--- config.mk ---
export PLATFORM = sky130hd
export DESIGN_NAME = uart_tx_arbiter_flat
export DESIGN_NICKNAME = d
export VERILOG_FILES = /design/src/rtl/uart_tx_arbiter_if.sv /design/src/rtl/uart_tx_arbiter.sv /design/src/flat_wrapper.sv
export SDC_FILE = /design/constraint.sdc
export NUM_CORES = 1
export LEC_CHECK = 0
export ABC_AREA = 0
export CORE_MARGIN = 2
export CORE_UTILIZATION = 48
export DETAILED_ROUTE_END_ITERATION = 6
export PLACE_DENSITY = 0.91
export SYNTH_ARGS = -nofsm -noshare
export SYNTH_HDL_FRONTEND = slang
export SYNTH_SLANG_ARGS = --single-unit
--- constraint.sdc ---
create_clock -name CLKIN -period 2.9 [get_ports CLKIN]
set_input_delay 0.58 -clock CLKIN [delete_from_list [all_inputs] [get_ports CLKIN]]
set_output_delay 0.58 -clock CLKIN [all_outputs]
set_load 0.01 [all_outputs]
--- src/rtl/uart_tx_arbiter_if.sv ---
// Requester-side and transmitter-side handshake bundle for uart_tx_arbiter.
// slave = arbiter view, master = requesters/transmitter (testbench) view.
interface uart_tx_arbiter_if #(
  parameter int NUM_REQ = 3
);
  logic [NUM_REQ-1:0]   req_valid;
  logic [8*NUM_REQ-1:0] req_data;
  logic [NUM_REQ-1:0]   req_last;
  logic [NUM_REQ-1:0]   req_ready;
  logic [7:0]           tx_data;
  logic                 tx_valid;
  logic                 tx_ready;
  logic [NUM_REQ-1:0]   grant;
  logic                 busy;

  modport slave (
    input  req_valid, req_data, req_last, tx_ready,
    output req_ready, tx_data, tx_valid, grant, busy
  );

  modport master (
    output req_valid, req_data, req_last, tx_ready,
    input  req_ready, tx_data, tx_valid, grant, busy
  );
endinterface

--- src/rtl/uart_tx_arbiter.sv ---
// Round-robin, packet-locking arbiter sharing one UART transmitter among NUM_REQ byte streams.
// Define UART_ARB_TIMEOUT_EN to add the stall timeout and its timeout_evt output.
module uart_tx_arbiter #(
  parameter int NUM_REQ = 3,
  parameter int MAX_PKT = 16,
  parameter int TIMEOUT = 1024
) (
  input  logic CLKIN,
  input  logic RESET,
`ifdef UART_ARB_TIMEOUT_EN
  output logic timeout_evt,
`endif
  uart_tx_arbiter_if.slave bus
);
  localparam int PTR_W = (NUM_REQ > 1) ? $clog2(NUM_REQ) : 1;

  typedef enum logic {IDLE = 1'b0, LOCKED = 1'b1} state_t;

  state_t             state_q, state_d;
  logic [NUM_REQ-1:0] grant_q, grant_d;
  logic [PTR_W-1:0]   owner_q, owner_d;
  logic [PTR_W-1:0]   ptr_q, ptr_d;
  logic [7:0]         count_q, count_d;

  logic [7:0]         req_byte [NUM_REQ];
  logic [PTR_W:0]     cand;
  logic [PTR_W-1:0]   pick_idx;
  logic               pick_found;
  logic               locked;
  logic               owner_valid;
  logic               owner_last;
  logic               xfer;
  logic               release_pkt;

  for (genvar gi = 0; gi < NUM_REQ; gi++) begin : g_split
    assign req_byte[gi] = bus.req_data[8*gi +: 8];
  end

  assign locked      = (state_q == LOCKED);
  assign owner_valid = bus.req_valid[owner_q];
  assign owner_last  = bus.req_last[owner_q];
  assign xfer        = locked && owner_valid && bus.tx_ready;

  // The datapath is a pure mux driven by the registered grant.
  assign bus.tx_valid  = locked && owner_valid;
  assign bus.tx_data   = locked ? req_byte[owner_q] : 8'h00;
  assign bus.req_ready = (locked && bus.tx_ready) ? grant_q : '0;
  assign bus.grant     = grant_q;
  assign bus.busy      = locked;

`ifdef UART_ARB_TIMEOUT_EN
  localparam int STALL_W = $clog2(TIMEOUT + 1);
  logic [STALL_W-1:0] stall_q, stall_d;

  assign timeout_evt = locked && !owner_valid && (stall_q == STALL_W'(TIMEOUT - 1));
`endif

  // First requester with valid set, scanning upward from ptr with wrap-around.
  always_comb begin
    pick_idx   = '0;
    pick_found = 1'b0;
    cand       = '0;
    for (int k = 0; k < NUM_REQ; k++) begin
      cand = {1'b0, ptr_q} + (PTR_W+1)'(k);
      if (cand >= (PTR_W+1)'(NUM_REQ)) begin
        cand = cand - (PTR_W+1)'(NUM_REQ);
      end
      if (!pick_found && bus.req_valid[cand[PTR_W-1:0]]) begin
        pick_found = 1'b1;
        pick_idx   = cand[PTR_W-1:0];
      end
    end
  end

  always_comb begin
    state_d     = state_q;
    grant_d     = grant_q;
    owner_d     = owner_q;
    ptr_d       = ptr_q;
    count_d     = count_q;
    release_pkt = 1'b0;
`ifdef UART_ARB_TIMEOUT_EN
    stall_d     = '0;
`endif
    case (state_q)
      IDLE: begin
        if (pick_found) begin
          state_d = LOCKED;
          grant_d = NUM_REQ'(1) << pick_idx;
          owner_d = pick_idx;
          count_d = '0;
        end
      end
      LOCKED: begin
        if (xfer) begin
          count_d     = count_q + 8'd1;
          release_pkt = owner_last || (count_q == 8'(MAX_PKT - 1));
        end
`ifdef UART_ARB_TIMEOUT_EN
        if (!owner_valid) begin
          if (timeout_evt) begin
            release_pkt = 1'b1;
          end else begin
            stall_d = stall_q + 1'b1;
          end
        end
`endif
        if (release_pkt) begin
          state_d = IDLE;
          grant_d = '0;
          ptr_d   = (owner_q == PTR_W'(NUM_REQ - 1)) ? '0 : owner_q + 1'b1;
        end
      end
      default: state_d = IDLE;
    endcase
  end

  always_ff @(posedge CLKIN) begin
    if (RESET) begin
      state_q <= IDLE;
      grant_q <= '0;
      owner_q <= '0;
      ptr_q   <= '0;
      count_q <= '0;
`ifdef UART_ARB_TIMEOUT_EN
      stall_q <= '0;
`endif
    end else begin
      state_q <= state_d;
      grant_q <= grant_d;
      owner_q <= owner_d;
      ptr_q   <= ptr_d;
      count_q <= count_d;
`ifdef UART_ARB_TIMEOUT_EN
      stall_q <= stall_d;
`endif
    end
  end
endmodule

--- src/flat_wrapper.sv ---
// flat-port wrapper written by rule: the top's interface ports become plain ports
module uart_tx_arbiter_flat 
#(
  parameter int NUM_REQ = 3,
  parameter int MAX_PKT = 16,
  parameter int TIMEOUT = 1024
)
  (CLKIN, RESET, bus_req_valid, bus_req_data, bus_req_last, bus_tx_ready, bus_req_ready, bus_tx_data, bus_tx_valid, bus_grant, bus_busy);
  uart_tx_arbiter_if #(.NUM_REQ(NUM_REQ)) bus_i ();
  input  logic CLKIN;
  input  logic RESET;
  input wire logic [$bits(bus_i.req_valid)-1:0] bus_req_valid;
  input wire logic [$bits(bus_i.req_data)-1:0] bus_req_data;
  input wire logic [$bits(bus_i.req_last)-1:0] bus_req_last;
  input wire logic [$bits(bus_i.tx_ready)-1:0] bus_tx_ready;
  output wire logic [$bits(bus_i.req_ready)-1:0] bus_req_ready;
  output wire logic [$bits(bus_i.tx_data)-1:0] bus_tx_data;
  output wire logic [$bits(bus_i.tx_valid)-1:0] bus_tx_valid;
  output wire logic [$bits(bus_i.grant)-1:0] bus_grant;
  output wire logic [$bits(bus_i.busy)-1:0] bus_busy;
  assign bus_i.req_valid = bus_req_valid;
  assign bus_i.req_data = bus_req_data;
  assign bus_i.req_last = bus_req_last;
  assign bus_i.tx_ready = bus_tx_ready;
  assign bus_req_ready = bus_i.req_ready;
  assign bus_tx_data = bus_i.tx_data;
  assign bus_tx_valid = bus_i.tx_valid;
  assign bus_grant = bus_i.grant;
  assign bus_busy = bus_i.busy;
  uart_tx_arbiter #(.NUM_REQ(NUM_REQ), .MAX_PKT(MAX_PKT), .TIMEOUT(TIMEOUT)) u_core (.CLKIN(CLKIN), .RESET(RESET), .bus(bus_i));
endmodule
==> run_results.csv, run 1 <==
group,metric,value,unit
floorplan,core_area,0.002710,sq mm
layout,seq_area,320.3,sq um
pwr,leakagePower,0.6680,nW
placed_design,io_buffers,48,
global_route,grt_first_pass_wirelength,5.623,mm
placed_design,dp_hpwl,2.650,mm
logic_synthesis,synth.distinct_cells,48,
worst_setup_path,cp_max_fo,5,
worst_setup_path,startpoint_type,"primary input",
sta,timing.final.ws_setup,229.5,ps
sta,worstMarginPinSlew,394.7,ps
worst_hold_path,min_to,"u_core.bus.grant[1]",
layout,drive_gt1_frac,0.09722,
sta,grt_setup_unrepaired,"no",
worst_setup_path,end_kind,"primary output",
routing,viasPerCell,5.559,
sta,fin_crit,2670,ps
worst_setup_path,crit_chain,"clkdlybuf4s50_1, mux2i_1, a2bb2oi_2, nor2_1, clkdlybuf4s50_1",
routing,num_vias,1373,
clock_tree,cts-root-buf,"clkbuf_4",
layout,nFillCells,230,
placed_design,place_ws,257.2,ps
clock_tree,cts_hold_buf,0,
layout,antenna_cells,0,
clock_tree,clockBufferDepth,2,
floorplan,die_w,57.06,um
sta,finalHoldViolations,0,
worst_setup_path,slowest_delay,480,ps
worst_setup_path,r2r-end,"u_core.count_q[2]",
routing,ant_nets,0,
global_route,grt_pass1_vias,1252,
floorplan,die_area,0.003256,sq mm
sta,final-setup-viol-count,0,
floorplan,initial_core_util,0.4986,
worst_hold_path,hp-class,"reg -> reg",
sta,tns,0,ps
logic_synthesis,yosysWarnings,0,
sta,finClkSkew,5.201,ps
clock_tree,cts_buffers,3,
worst_setup_path,cp.required,2320,ps
worst_setup_path,cp_slowest_cell,"clkdlybuf4s50_1",
worst_setup_path,crit_arrival,2090,ps
worst_setup_path,r2r_setup_slack,790,ps
layout,syn2layout_area_growth,38.70,%
sta,fmax,0.3745,GHz
logic_synthesis,ys.flop_type,"dfxtp_1",
worst_setup_path,critical_path.most_common_cell,"clkdlybuf4s50_1",
global_route,grt_start_max_net_pins,13,
clock_tree,post_cts_buffers,0,
sta,finalCritPeriodShare,0.9209,
routing,post_drt_wl_per_cell,13.74,um
clock_tree,htreeDepth,1,
worst_setup_path,r2r_start,"u_core.ptr_q[0]",
routing,first_pass_iters,4,
clock_tree,clk_latency,300,ps
logic_synthesis,async_flop_share,0,
worst_setup_path,criticalPathCategory,"in -> out",
floorplan,die_h,57.06,um
floorplan,ios,49,
clock_tree,cts_tree,"done",
clock_tree,cts_resized,0,
global_route,grtUsageTotal,0.2190,
logic_synthesis,synthesis.area,0.001351,sq mm
pwr,powerDensity,328.0,mW/mm^2
floorplan,rows,19,
logic_synthesis,postSynthCellCount,167,
layout,multiInputGateArea,927.1,sq um
logic_synthesis,synth_edf_count,0,
placed_design,routabilityCongestion,0.9162,
global_route,grt-ovfl-total,0,
clock_tree,cts_num_sinks,16,
routing,wirelength,3.395,mm
sta,slew_viol_final,0,
logic_synthesis,syn-num-nets,205,
logic_synthesis,synth_seq_cells,16,
worst_hold_path,hp-start,"u_core.bus.grant[1]",
routing,drc_errors,0,
layout,fin_nets,255,
logic_synthesis,syn_avg_cell_area,8.092,sq um
logic_synthesis,seq_area_frac_synth,0.2370,
run_status,status,"finished, final reports clean",
flow_run,maxCapViolCount,0,
worst_hold_path,hold_depth,2,
pwr,peakVddDrop,0.3473,mV
clock_tree,clk_pin_slew_worst_paths,100,ps
sta,slew_headroom,0.7360,
routing,drt_iter0_drc,64,
global_route,antenna_found_initial,0,
worst_setup_path,r2r_cells,8,
## per-layer routing
metal | up-vias | global-route usage | wire length, um
met5 | - | 0 | 0
li1 | 689 | - | -
met3 | 7 | 0.03628 | 249
met2 | 51 | 0.3481 | 1515
met1 | 626 | 0.2899 | 1543
met4 | 0 | 0.1030 | 86
## cell usage in the layout, fill, tap and decap left out, types with 2 or more instances in the layout
cell type         n
dfxtp_1          16
or3_1             2
and2_2            2
nor2b_1           6
mux2i_1          14
nand2b_1          3
clkdlybuf4s50_1  48
o22ai_1           2
ha_1              5
nand2_1          11
clkbuf_4          3
o21ai_0           2
and3_1            3
a211o_1           2
xor2_1            3
xnor2_1           3
a21oi_1          18
buf_4             7
nor3_1            4
nand3_1           9
nor2_1           25
inv_1             4
## report_power, final
part | total, mW | switching [mW] | leakage (nW) | internal, mW
Clock | 0.153 | 0.0761 | 0.0210 | 0.0766
Sequential | 0.239 | 0.0110 | 0.130 | 0.228
Combinational | 0.223 | 0.101 | 0.517 | 0.122
## cells by family (layout without fill, tap and decap cells)
logic type | Yosys count | count (layout) | synth area share
adders and majority gates | 5 | 5 | 0.04630
xor gates and xnor gates | 6 | 6 | 0.03890
buffers and inverters | 15 | 64 | 0.07684
AOI/OAI and AO/OA | 38 | 38 | 0.2232
and+or+nand+nor | 73 | 73 | 0.2741
muxes | 14 | 14 | 0.1037
DFF | 16 | 16 | 0.2370
## worst max path at each step
stage	from	endpoint	slack [ps]	cells past startpoint
detailed placement	bus_req_valid[2]	bus_tx_valid	260	5
floorplan	u_core.ptr_q[0]	u_core.count_q[2]	960	9
CTS	bus_req_valid[2]	bus_tx_valid	250	5
finish	bus_req_valid[2]	bus_tx_valid	230	5
global route	bus_req_valid[2]	bus_tx_valid	180	5
global placement	bus_req_valid[2]	bus_tx_valid	260	5
## synthesized netlist by cell type (all sizes together), types with 2 or more instances
library cell,n,share of area
a211o,2,0.013
a21oi,19,0.073
and2,3,0.016
and3,3,0.014
buf,7,0.040
clkbuf,3,0.023
dfxtp,16,0.24
ha,5,0.046
inv,4,0.011
mux2i,14,0.10
nand2,11,0.031
nand2b,3,0.014
nand3,9,0.033
nor2,25,0.069
nor2b,6,0.028
nor3,4,0.015
o211ai,2,0.021
o21ai,2,0.0074
o22ai,3,0.024
or3,2,0.0093
xnor2,3,0.019
xor2,3,0.019
## worst max-delay path: cells and delay by family
| family | cells | cell delay (ps) |
|---|---|---|
| AO/OA/AOI/OAI | 1 | 260 |
| buffers and inverters | 2 | 900 |
| multiplexers | 1 | 280 |
| AND/OR/NAND/NOR | 1 | 70 |
## through the flow
step                utilization  cell area [sq um]  std cells  hold WS (ps)  power, mW
floorplan                     -               1351        167         462.5     0.3658
global placement         0.6782               1838        243         473.3     0.4622
detailed placement       0.6782               1838        243         474.1     0.4665
CTS                      0.6916               1874        247         491.7     0.6170
global route             0.6916               1874        247         516.5     0.6470
finish                   0.6916               1874        247         495.4     0.6147
## layout make-up
class                      count  area share
clock buffer                   4     0.01936
tap                           31     0.02069
sequential                    16      0.1709
timing repair buffer          55      0.2844
multi-input combinational    136      0.4947
inverter                       5     0.01001
## flip-flops by register name, indices dropped and copies added, names as in the netlist
| signal | count |
|---|---|
| u_core.count_q | 8 |
| u_core.bus.grant | 3 |
| u_core.owner_q | 2 |
| u_core.ptr_q | 2 |
| u_core.bus.busy | 1 |
No activity file was read; power rests on OpenSTA's default activity.
==> run 2, diff against run 1 <==
CORE_UTILIZATION = 42   (was 48)
PLACE_DENSITY = 0.82   (was 0.91)
==> run_results.csv, run 2 (same netlist as run 1, synthesis figures left out) <==
group,metric,value,unit
sta,worstMarginPinSlew,499.5,ps
pwr,leakagePower,0.6608,nW
layout,mostFrequentLayoutCells,"clkdlybuf4s50_1, nor2_1, a21oi_1",
clock_tree,cts_tree,"done",
routing,top_layer,"met4",
sta,slew_headroom,0.6665,
global_route,grt_pass1_vias,1270,
routing,num_vias,1389,
worst_hold_path,hp-class,"reg -> reg",
routing,met3_wirelength,367,um
clock_tree,clk_pin_slew_worst_paths,80,ps
layout,fin_nets,255,
sta,finClkSkew,0.9309,ps
worst_setup_path,cp.required,2320,ps
layout,antenna_cells,0,
placed_design,place_ws,300.5,ps
global_route,grt_first_pass_wirelength,5.423,mm
clock_tree,post_cts_buffers,0,
layout,finish.utilization,0.6148,
clock_tree,cts_resized,0,
sta,fmax,0.3761,GHz
clock_tree,cts-root-buf,"clkbuf_4",
sta,timing.final.ws_setup,241.4,ps
layout,final_area,0.001877,sq mm
routing,viasPerCell,5.363,
layout,syn2layout_area_growth,38.89,%
clock_tree,htreeDepth,1,
layout,instances_no_fill,259,
sta,finalHoldViolations,0,
pwr,powerDensity,308.6,mW/mm^2
placed_design,dp_hpwl,2.585,mm
global_route,grt-ovfl-total,0,
layout,layout_commonest_cell,"clkdlybuf4s50_1",
routing,wirelength,3.425,mm
floorplan,die_w,60.72,um
placed_design,io_buffers,48,
routing,drc_errors,0,
routing,ant_nets,0,
floorplan,ios,49,
clock_tree,cts_buffers,3,
floorplan,die_h,60.72,um
global_route,grt_start_max_net_pins,13,
sta,hold_ws,502.9,ps
clock_tree,cts_num_sinks,16,
worst_setup_path,end_kind,"primary output",
sta,finalCritPeriodShare,0.9168,
worst_setup_path,crit_arrival,2080,ps
routing,first_pass_iters,5,
clock_tree,clk_latency,290,ps
worst_setup_path,cp_max_fo,10,
floorplan,core_area,0.003053,sq mm
sta,tns,0,ps
layout,top_register,"u_core.count_q",
floorplan,rows,20,
placed_design,dp.cells,256,
layout,drive_gt1_frac,0.09302,
worst_setup_path,startpoint_type,"register",
placed_design,routabilityCongestion,0.8753,
run_status,status,"finished, final reports clean",
sta,final-setup-viol-count,0,
sta,fin_crit,2659,ps
worst_setup_path,criticalPathCategory,"reg -> out",
routing,post_drt_wl_per_cell,13.22,um
pwr,peakVddDrop,0.2523,mV
sta,grt_setup_unrepaired,"no",
routing,drt_iter0_drc,67,
routing,met2WireLength,1.511,mm
clock_tree,cts_hold_buf,0,
floorplan,initial_core_util,0.4426,
pwr,finalPower,0.5791,mW
global_route,grtUsageTotal,0.1913,
global_route,antenna_found_initial,0,
placed_design,dpl_cell_area,0.001854,sq mm
routing,wl_met1,1.532,mm
layout,largest_reg_flops,8,
clock_tree,clockBufferDepth,2,
sta,slew_viol_final,0,
floorplan,die_area,0.003687,sq mm
flow_run,maxCapViolCount,0,
==> run 2: changes by cell type in the layout (fill, tap and decap cells not counted) <==
| cell | delta |
|---|---|
| clkbuf_8 | -1 |
==> run 2: final timing paths <==
check	startpoint	endpoint	slack, ps	cells past startpoint
setup / recovery	u_core.owner_q[1]	bus_tx_data[7]	240	6
hold / removal	u_core.bus.grant[2]	u_core.bus.grant[2]	500	2
setup reg to reg	u_core.ptr_q[0]	u_core.count_q[2]	790	8
hold reg to reg	u_core.bus.grant[2]	u_core.bus.grant[2]	500	2
==> run 2: critical path, cell delays in order, from the launching register on <==
cell and delay (ps):
dfxtp_1 640, buf_4 240, mux2i_1 200, nor2_1 60, a21oi_1 120, nor2_1 50
clkdlybuf4s50_1 480
==> run 2: area by class of cell <==
type | count | area [sq um]
clock buffer | 3 | 22.52
fill | 285 | 1176
inverter | 5 | 18.77
multi-input combinational | 136 | 927.1
sequential | 16 | 320.3
tap | 44 | 55.05
timing repair buffer | 55 | 533.0
==> run 2: per-layer routing <==
layer | GRT usage | vias up
met5 | 0 | -
met4 | 0.02795 | 0
met3 | 0.06823 | 2
met2 | 0.3364 | 59
met1 | 0.2295 | 643
li1 | - | 685
==> run 2: power by group <==
part	total (mW)	internal (mW)	switching, mW	leakage (nW)
combinational	0.223	0.122	0.102	0.517
clock	0.116	0.0484	0.0675	0.0138
sequential	0.240	0.228	0.0117	0.130
total	0.579	0.398	0.181	0.661
